**config.mk**
```make
export PLATFORM = sky130hd
export DESIGN_NAME = round_key_adder_flat
export DESIGN_NICKNAME = d
export VERILOG_FILES = /design/src/rtl/round_key_adder_if.sv /design/src/rtl/round_key_adder.sv /design/src/flat_wrapper.sv
export SDC_FILE = /design/constraint.sdc
export NUM_CORES = 1
export LEC_CHECK = 0
export ABC_AREA = 1
export BUFFER_PORTS_ARGS = -buffer_cell sky130_fd_sc_hd__buf_2
export CORE_MARGIN = 5
export CORE_UTILIZATION = 30
export CTS_BUF_LIST = sky130_fd_sc_hd__clkbuf_16
export DETAILED_ROUTE_END_ITERATION = 16
export GPL_TIMING_DRIVEN = 0
export PLACE_DENSITY = 0.45
export SYNTH_ARGS = -nofsm -noshare
export SYNTH_HDL_FRONTEND = slang
export SYNTH_SLANG_ARGS = --single-unit
```
**constraint.sdc**
```tcl
create_clock -name clk -period 3.5 [get_ports clk]
set_clock_uncertainty 0.15 [all_clocks]
set_input_delay 0.7 -clock clk [delete_from_list [all_inputs] [get_ports clk]]
set_output_delay 0.7 -clock clk [all_outputs]
set_load 0.05 [all_outputs]
```
**src/rtl/round_key_adder_if.sv**
```systemverilog
// round_key_adder_if: key-load, request and result signals between the S-AES round-key adder and its neighbours
interface round_key_adder_if;
    logic        key_load;
    logic [15:0] key;
    logic        keys_ready;
    logic        Encrypt;
    logic [1:0]  round_idx;
    logic [15:0] state_in;
    logic        in_valid;
    logic        in_ready;
    logic [15:0] added_round;
    logic        out_valid;
    logic        out_err;
    logic        out_ready;

    modport master (
        output key_load, key, Encrypt, round_idx, state_in, in_valid, out_ready,
        input  keys_ready, in_ready, added_round, out_valid, out_err
    );

    modport slave (
        input  key_load, key, Encrypt, round_idx, state_in, in_valid, out_ready,
        output keys_ready, in_ready, added_round, out_valid, out_err
    );
endinterface

```
**src/rtl/round_key_adder.sv**
```systemverilog
// round_key_adder: S-AES key expansion plus registered state XOR round-key stage feeding SubNib
module round_key_adder #(
    parameter logic [7:0] RCON1 = 8'h80,
    parameter logic [7:0] RCON2 = 8'h30
) (
    input  logic              clk,
    input  logic              rst_n,
    round_key_adder_if.slave  bus
);
    typedef enum logic [1:0] {IDLE, EXP1, EXP2, READY} state_t;

    state_t      state_q, state_d;
    logic [7:0]  w0_q, w1_q, w2_q, w3_q, w4_q, w5_q;
    logic [7:0]  w0_d, w1_d, w2_d, w3_d, w4_d, w5_d;
    logic        keys_ready_q, keys_ready_d;
    logic [15:0] added_q, added_d;
    logic        out_valid_q, out_valid_d;
    logic        out_err_q, out_err_d;
    logic        in_ready;
    logic        accept;
    logic [1:0]  kidx;
    logic [15:0] key_sel;

    function automatic logic [3:0] sbox(input logic [3:0] n);
        case (n)
            4'h0: return 4'h9;
            4'h1: return 4'h4;
            4'h2: return 4'hA;
            4'h3: return 4'hB;
            4'h4: return 4'hD;
            4'h5: return 4'h1;
            4'h6: return 4'h8;
            4'h7: return 4'h5;
            4'h8: return 4'h6;
            4'h9: return 4'h2;
            4'hA: return 4'h0;
            4'hB: return 4'h3;
            4'hC: return 4'hC;
            4'hD: return 4'hE;
            4'hE: return 4'hF;
            default: return 4'h7;
        endcase
    endfunction

    // SubNib(RotNib(b)): swap the nibbles, then substitute each one
    function automatic logic [7:0] sub_rot(input logic [7:0] b);
        return {sbox(b[3:0]), sbox(b[7:4])};
    endfunction

    // Key schedule: key_load restarts from any state, then two expansion steps reach READY
    always_comb begin
        state_d      = state_q;
        keys_ready_d = keys_ready_q;
        w0_d = w0_q;
        w1_d = w1_q;
        w2_d = w2_q;
        w3_d = w3_q;
        w4_d = w4_q;
        w5_d = w5_q;
        if (bus.key_load) begin
            w0_d         = bus.key[15:8];
            w1_d         = bus.key[7:0];
            keys_ready_d = 1'b0;
            state_d      = EXP1;
        end else begin
            case (state_q)
                EXP1: begin
                    w2_d    = w0_q ^ RCON1 ^ sub_rot(w1_q);
                    w3_d    = w2_d ^ w1_q;
                    state_d = EXP2;
                end
                EXP2: begin
                    w4_d         = w2_q ^ RCON2 ^ sub_rot(w3_q);
                    w5_d         = w4_d ^ w3_q;
                    keys_ready_d = 1'b1;
                    state_d      = READY;
                end
                default: state_d = state_q;
            endcase
        end
    end

    // Request path: key_load wins over accept and discards any pending result
    always_comb begin
        in_ready    = keys_ready_q & ~bus.key_load & (~out_valid_q | bus.out_ready);
        accept      = bus.in_valid & in_ready;
        kidx        = bus.Encrypt ? bus.round_idx : 2'd2 - bus.round_idx;
        key_sel     = (kidx == 2'd0) ? {w0_q, w1_q} :
                      (kidx == 2'd1) ? {w2_q, w3_q} : {w4_q, w5_q};
        added_d     = added_q;
        out_valid_d = out_valid_q;
        out_err_d   = out_err_q;
        if (bus.key_load) begin
            out_valid_d = 1'b0;
            out_err_d   = 1'b0;
        end else if (accept) begin
            out_err_d   = (bus.round_idx == 2'd3);
            added_d     = out_err_d ? bus.state_in : bus.state_in ^ key_sel;
            out_valid_d = 1'b1;
        end else if (bus.out_ready) begin
            out_valid_d = 1'b0;
            out_err_d   = 1'b0;
        end
    end

    // Key schedule registers
    always_ff @(posedge clk or negedge rst_n) begin
        if (!rst_n) begin
            state_q      <= IDLE;
            keys_ready_q <= 1'b0;
            w0_q <= 8'h00;
            w1_q <= 8'h00;
            w2_q <= 8'h00;
            w3_q <= 8'h00;
            w4_q <= 8'h00;
            w5_q <= 8'h00;
        end else begin
            state_q      <= state_d;
            keys_ready_q <= keys_ready_d;
            w0_q <= w0_d;
            w1_q <= w1_d;
            w2_q <= w2_d;
            w3_q <= w3_d;
            w4_q <= w4_d;
            w5_q <= w5_d;
        end
    end

    // Output registers
    always_ff @(posedge clk or negedge rst_n) begin
        if (!rst_n) begin
            added_q     <= 16'h0000;
            out_valid_q <= 1'b0;
            out_err_q   <= 1'b0;
        end else begin
            added_q     <= added_d;
            out_valid_q <= out_valid_d;
            out_err_q   <= out_err_d;
        end
    end

    assign bus.keys_ready  = keys_ready_q;
    assign bus.in_ready    = in_ready;
    assign bus.added_round = added_q;
    assign bus.out_valid   = out_valid_q;
    assign bus.out_err     = out_err_q;
endmodule
```
**src/flat_wrapper.sv**
```systemverilog
// flat-port wrapper written by rule: the top's interface ports become plain ports
module round_key_adder_flat 
#(
    parameter logic [7:0] RCON1 = 8'h80,
    parameter logic [7:0] RCON2 = 8'h30
)
  (clk, rst_n, bus_key_load, bus_key, bus_Encrypt, bus_round_idx, bus_state_in, bus_in_valid, bus_out_ready, bus_keys_ready, bus_in_ready, bus_added_round, bus_out_valid, bus_out_err);
  round_key_adder_if bus_i ();
  input  logic clk;
  input  logic rst_n;
  input wire logic [$bits(bus_i.key_load)-1:0] bus_key_load;
  input wire logic [$bits(bus_i.key)-1:0] bus_key;
  input wire logic [$bits(bus_i.Encrypt)-1:0] bus_Encrypt;
  input wire logic [$bits(bus_i.round_idx)-1:0] bus_round_idx;
  input wire logic [$bits(bus_i.state_in)-1:0] bus_state_in;
  input wire logic [$bits(bus_i.in_valid)-1:0] bus_in_valid;
  input wire logic [$bits(bus_i.out_ready)-1:0] bus_out_ready;
  output wire logic [$bits(bus_i.keys_ready)-1:0] bus_keys_ready;
  output wire logic [$bits(bus_i.in_ready)-1:0] bus_in_ready;
  output wire logic [$bits(bus_i.added_round)-1:0] bus_added_round;
  output wire logic [$bits(bus_i.out_valid)-1:0] bus_out_valid;
  output wire logic [$bits(bus_i.out_err)-1:0] bus_out_err;
  assign bus_i.key_load = bus_key_load;
  assign bus_i.key = bus_key;
  assign bus_i.Encrypt = bus_Encrypt;
  assign bus_i.round_idx = bus_round_idx;
  assign bus_i.state_in = bus_state_in;
  assign bus_i.in_valid = bus_in_valid;
  assign bus_i.out_ready = bus_out_ready;
  assign bus_keys_ready = bus_i.keys_ready;
  assign bus_in_ready = bus_i.in_ready;
  assign bus_added_round = bus_i.added_round;
  assign bus_out_valid = bus_i.out_valid;
  assign bus_out_err = bus_i.out_err;
  round_key_adder #(.RCON1(RCON1), .RCON2(RCON2)) u_core (.clk(clk), .rst_n(rst_n), .bus(bus_i));
endmodule
```
## After elaboration in Yosys (flattened, before gate mapping)

Memory sizes are Yosys's and may differ from the RTL's.
Index checks and enable logic that the tools add are counted.

- Flip-flop bits (word level): 69
- Bits in read-only memories: 256
- Bits of input ports: 40
- Output and inout bits: 20
- Logic and storage cells: 61
- Memories: 4

- $add $sub $neg: 1
- Equal/unequal tests: 4
- Multiplexer cells: 21
- Bitwise logic cells: 13
- Reduce and logical (&&, ||, !) cells: 7

Memory list:

| name | depth | width | rd ports | clocked after memory_dff | wr ports | RTL line | source |
|---|---|---|---|---|---|---|---|
| (no name shown) | 16 | 4 | 1 | 0 | 0 | round_key_adder.sv:25 | `case (n)` |
| (no name shown) | 16 | 4 | 1 | 0 | 0 | round_key_adder.sv:25 |  |
| (no name shown) | 16 | 4 | 1 | 0 | 0 | round_key_adder.sv:25 |  |
| (no name shown) | 16 | 4 | 1 | 0 | 0 | round_key_adder.sv:25 |  |

Operators with widths:

| cell | count |
|---|---|
| 16-bit two-way mux | 3 |
| 4-bit two-way mux | 8 |
| 8-bit bitwise XOR | 4 |
| 16-bit bitwise XOR | 1 |
| 1-bit two-way mux | 7 |
| 2-bit AND reduction | 3 |
| 3-bit nonzero test | 2 |
| 2-bit by 1-bit equality test with 1-bit output, second input constant | 2 |
| 2-bit equality test, second input constant | 2 |
| 2-bit two-way mux | 2 |
| 2-bit one-hot mux with 2 select lines | 1 |
| 1-bit bitwise AND | 3 |
| 1-bit NOT | 3 |
| 2-bit zero test | 1 |
| 2-bit NOT | 1 |
| 2-bit nonzero test | 1 |
| 2-bit subtractor, first input constant | 1 |
| 1-bit bitwise OR | 1 |

## Depth between registers and ports, before layout

- Depth in word-level cells: 7
- Gate-level depth with buffers: 11
- Gate-level depth less buffers: 11

## Worst setup path after synthesis

No wires, ideal clock.

- Path type: input-to-output
- From: input port bus_key_load
- To: output port bus_in_ready
- Data arrival time: 1.324 ns
- Data required time: 2.650 ns
- Path slack: 1.326 ns
- Stages on the path: 2
- Buffers on the path: 1
- Cells stage by stage: buf_6 nor3_4

- Longest elaborated chain between the ends: 3

RTL lines:

| what | RTL line | source |
|---|---|---|
| start: declaration | flat_wrapper.sv:11 | `input wire logic [$bits(bus_i.key_load)-1:0] bus_key_load;` |
| 1-bit NOT (no source line) | - |  |
| 1-bit bitwise AND (2 in series) | round_key_adder.sv:85 | `in_ready = keys_ready_q & ~bus.key_load & (~out_valid_q \| bus.out_ready);` |
| end: declaration | flat_wrapper.sv:19 | `output wire logic [$bits(bus_i.in_ready)-1:0] bus_in_ready;` |

No other way between the ends.

## Final worst setup path

Same ends and word-level chain as after synthesis.

==> metrics.yaml <==
p_leak_nw: 3.10
syn_avg_cell_area_sq_um: 6.79
grt_max_degree: 49
nets: 844
rsz0062_at_grt: "false"
io_pins: 60
seq_area_frac_synth_pct: 36.1
yosys-top-cells-area: "dfrtp_1 (36%), nand2_1 (19%), nand3_1 (8.8%)"
holdBufCountCts: 0
cts_tree: "yes"
grtUsageTotal_pct: 16.8
n_fill_cell: 1741
synth_top_cells_by_count: "nand2_1 (236), nand3_1 (84), inv_1 (71)"
crit_path_end_kind: "output port"
yosysMostFrequentCell: "nand2_1"
hold_violations: 0
synth_edf_count: 0
cts_max_level: 3
criticalPathCategory: "in2out"
grt_pass1_wl_microns: 24100
post_cts_buffers: 0
cts_buffers: 9
max_cap_violations: 0
ys_types: 25
vias: 4698
slew_violations: 0
core_area_sq_um: 15800
route.detailed.drc: 0
cts-root-buf: "clkbuf_16"
dieArea_sq_um: 18600
post-dp-hpwl_microns: 11700
totalNegativeSetupSlack_ns: 0
drt_iter0_drc: 254
ys.flop_type: "dfrtp_1"
viasPerCell: 4.73
ant_nets: 0
async_flop_share_pct: 100
clk_path_buf_depth: 2
critical_path_arrival_ns: 1.34
initial_core_util_pct: 30.3
cts_resized: 0
die_w_microns: 136
grt-ovfl-total: 0
antenna_found_initial: 0
drive_above_1_share_pct: 15.3
path_clk_slew_ns: 0.06
slew_headroom_pct: 68.6
crit_path_max_fanout: 10
wl_microns: 14900
die_h_microns: 136
drtPass1Iterations: 5
cts.sinks: 69
synthCells: 704
rows: 46
setup_viol: 0
synth_top_area_cell: "dfrtp_1"
gp_congestion: 0.822
clock_latency_ns: 0.34
syn2layout_area_growth_pct: 18.0
yosysWarnings: 0
ys_seq_elements: 69
first_global_vias: 4474
setup_ws_ns: 1.31
p_per_area_nw_per_um2: 606
synth_nets: 774
min_period_ns: 2.19
required_ns: 2.65
diodes: 0
netlist.area_leader.share_pct: 36.1
max_freq_mhz: 457
period_share_pct: 62.5
syn_area_sq_um: 4780
final_core_util_pct: 35.8
status: "completed"
hold_class: "in2async"
start_kind: "input port"
peakVddDrop_mv: 0.237
place_ws_ns: 1.18
io_buffers: 58
avgRoutedWirePerCell_microns: 15.0
tightest_slew_ns: 0.471
metal layers:
metal | vias to the layer above | wire [microns] | global-route usage, % | share of wire [%]
met2 | 111 | 6880 | 26.9 | 46
li1 | 2385 | - | - | -
met4 | 0 | 200 | 4.37 | 1.3
met5 | - | 0 | 0 | 0
met1 | 2187 | 7110 | 23.2 | 48
met3 | 15 | 707 | 3.48 | 4.7
flip-flops by register name, summed over array words and instances, names as in the netlist:
name,flops
u_core.bus.out_valid,1
u_core.w1_q,8
u_core.w0_q,8
u_core.bus.added_round,16
u_core.state_q,2
u_core.w4_q,8
u_core.w3_q,8
u_core.bus.keys_ready,1
u_core.w2_q,8
u_core.bus.out_err,1
u_core.w5_q,8
area by class of cell:
cell class	instances	area [sq um]	area share, %
buffer	28	163	2.88
clock buffer	9	225	3.99
sequential	69	1730	30.6
clock inverter	5	46.3	0.820
tap	216	270	4.79
multi-input combinational	509	2520	44.7
inverter	98	370	6.56
timing repair buffer	59	320	5.68
critical path: stages:
cell and delay (ns):
buf_6 0.14, nor3_4 0.20, buf_2 0.29
power by group:
part	internal [mW]	total (mW)	leakage, nW	switching (mW)
Combinational	0.425	1.38	2.10	0.958
Sequential	1.01	1.17	0.855	0.157
Clock	0.534	0.874	0.141	0.340
Total	1.97	3.42	3.10	1.45
per-stage QoR:
stage,hold WS [ns],power (mW),cell area [sq um],std cells
finish,0.108,3.42,5640,993
global route,0.120,3.70,5640,993
CTS,0.108,3.46,5640,993
detailed placement,0.311,2.57,5370,979
global placement,0.312,2.54,5340,978
floorplan,0.254,2.16,4780,704
layout by cell type (no fill, tap or decap), types with 2 or more instances in the layout:
| cell | n |
|---|---|
| nand3_1 | 84 |
| buf_6 | 4 |
| nand3_4 | 2 |
| a21oi_1 | 5 |
| buf_2 | 73 |
| inv_2 | 19 |
| inv_1 | 73 |
| dfrtp_1 | 69 |
| nand3b_1 | 4 |
| nand4_1 | 34 |
| nand2_2 | 2 |
| o21ai_0 | 26 |
| nand2_1 | 236 |
| nor2_1 | 47 |
| buf_4 | 3 |
| clkinv_1 | 8 |
| ha_1 | 30 |
| o21ai_1 | 35 |
| clkbuf_16 | 9 |
| clkbuf_1 | 5 |
worst paths after layout:
kind,from,end,slack (ns),depth (start not counted)
max,bus_key_load,bus_in_ready,1.31,3
min,rst_n,u_core.w5_q[4],0.11,1
max reg2reg,u_core.w3_q[1],u_core.w5_q[6],1.42,11
min reg2reg,u_core.bus.added_round[3],u_core.bus.added_round[3],0.32,2
max in group asynchronous,rst_n,u_core.w1_q[2],2.53,2
min in group clk,u_core.bus.added_round[3],u_core.bus.added_round[3],0.32,2
cell families (layout without fill, tap and decap cells):
kind of cell | after synthesis | count (layout) | synth area share (%)
adder cells (fa/ha/maj) | 30 | 30 | 7.85
AO/OA/AOI/OAI | 66 | 66 | 6.91
flip-flops | 69 | 69 | 36.1
AND/OR/NAND/NOR | 413 | 413 | 38.0
buffers and inverters | 126 | 199 | 11.1
(Power assumes the default switching activity.)
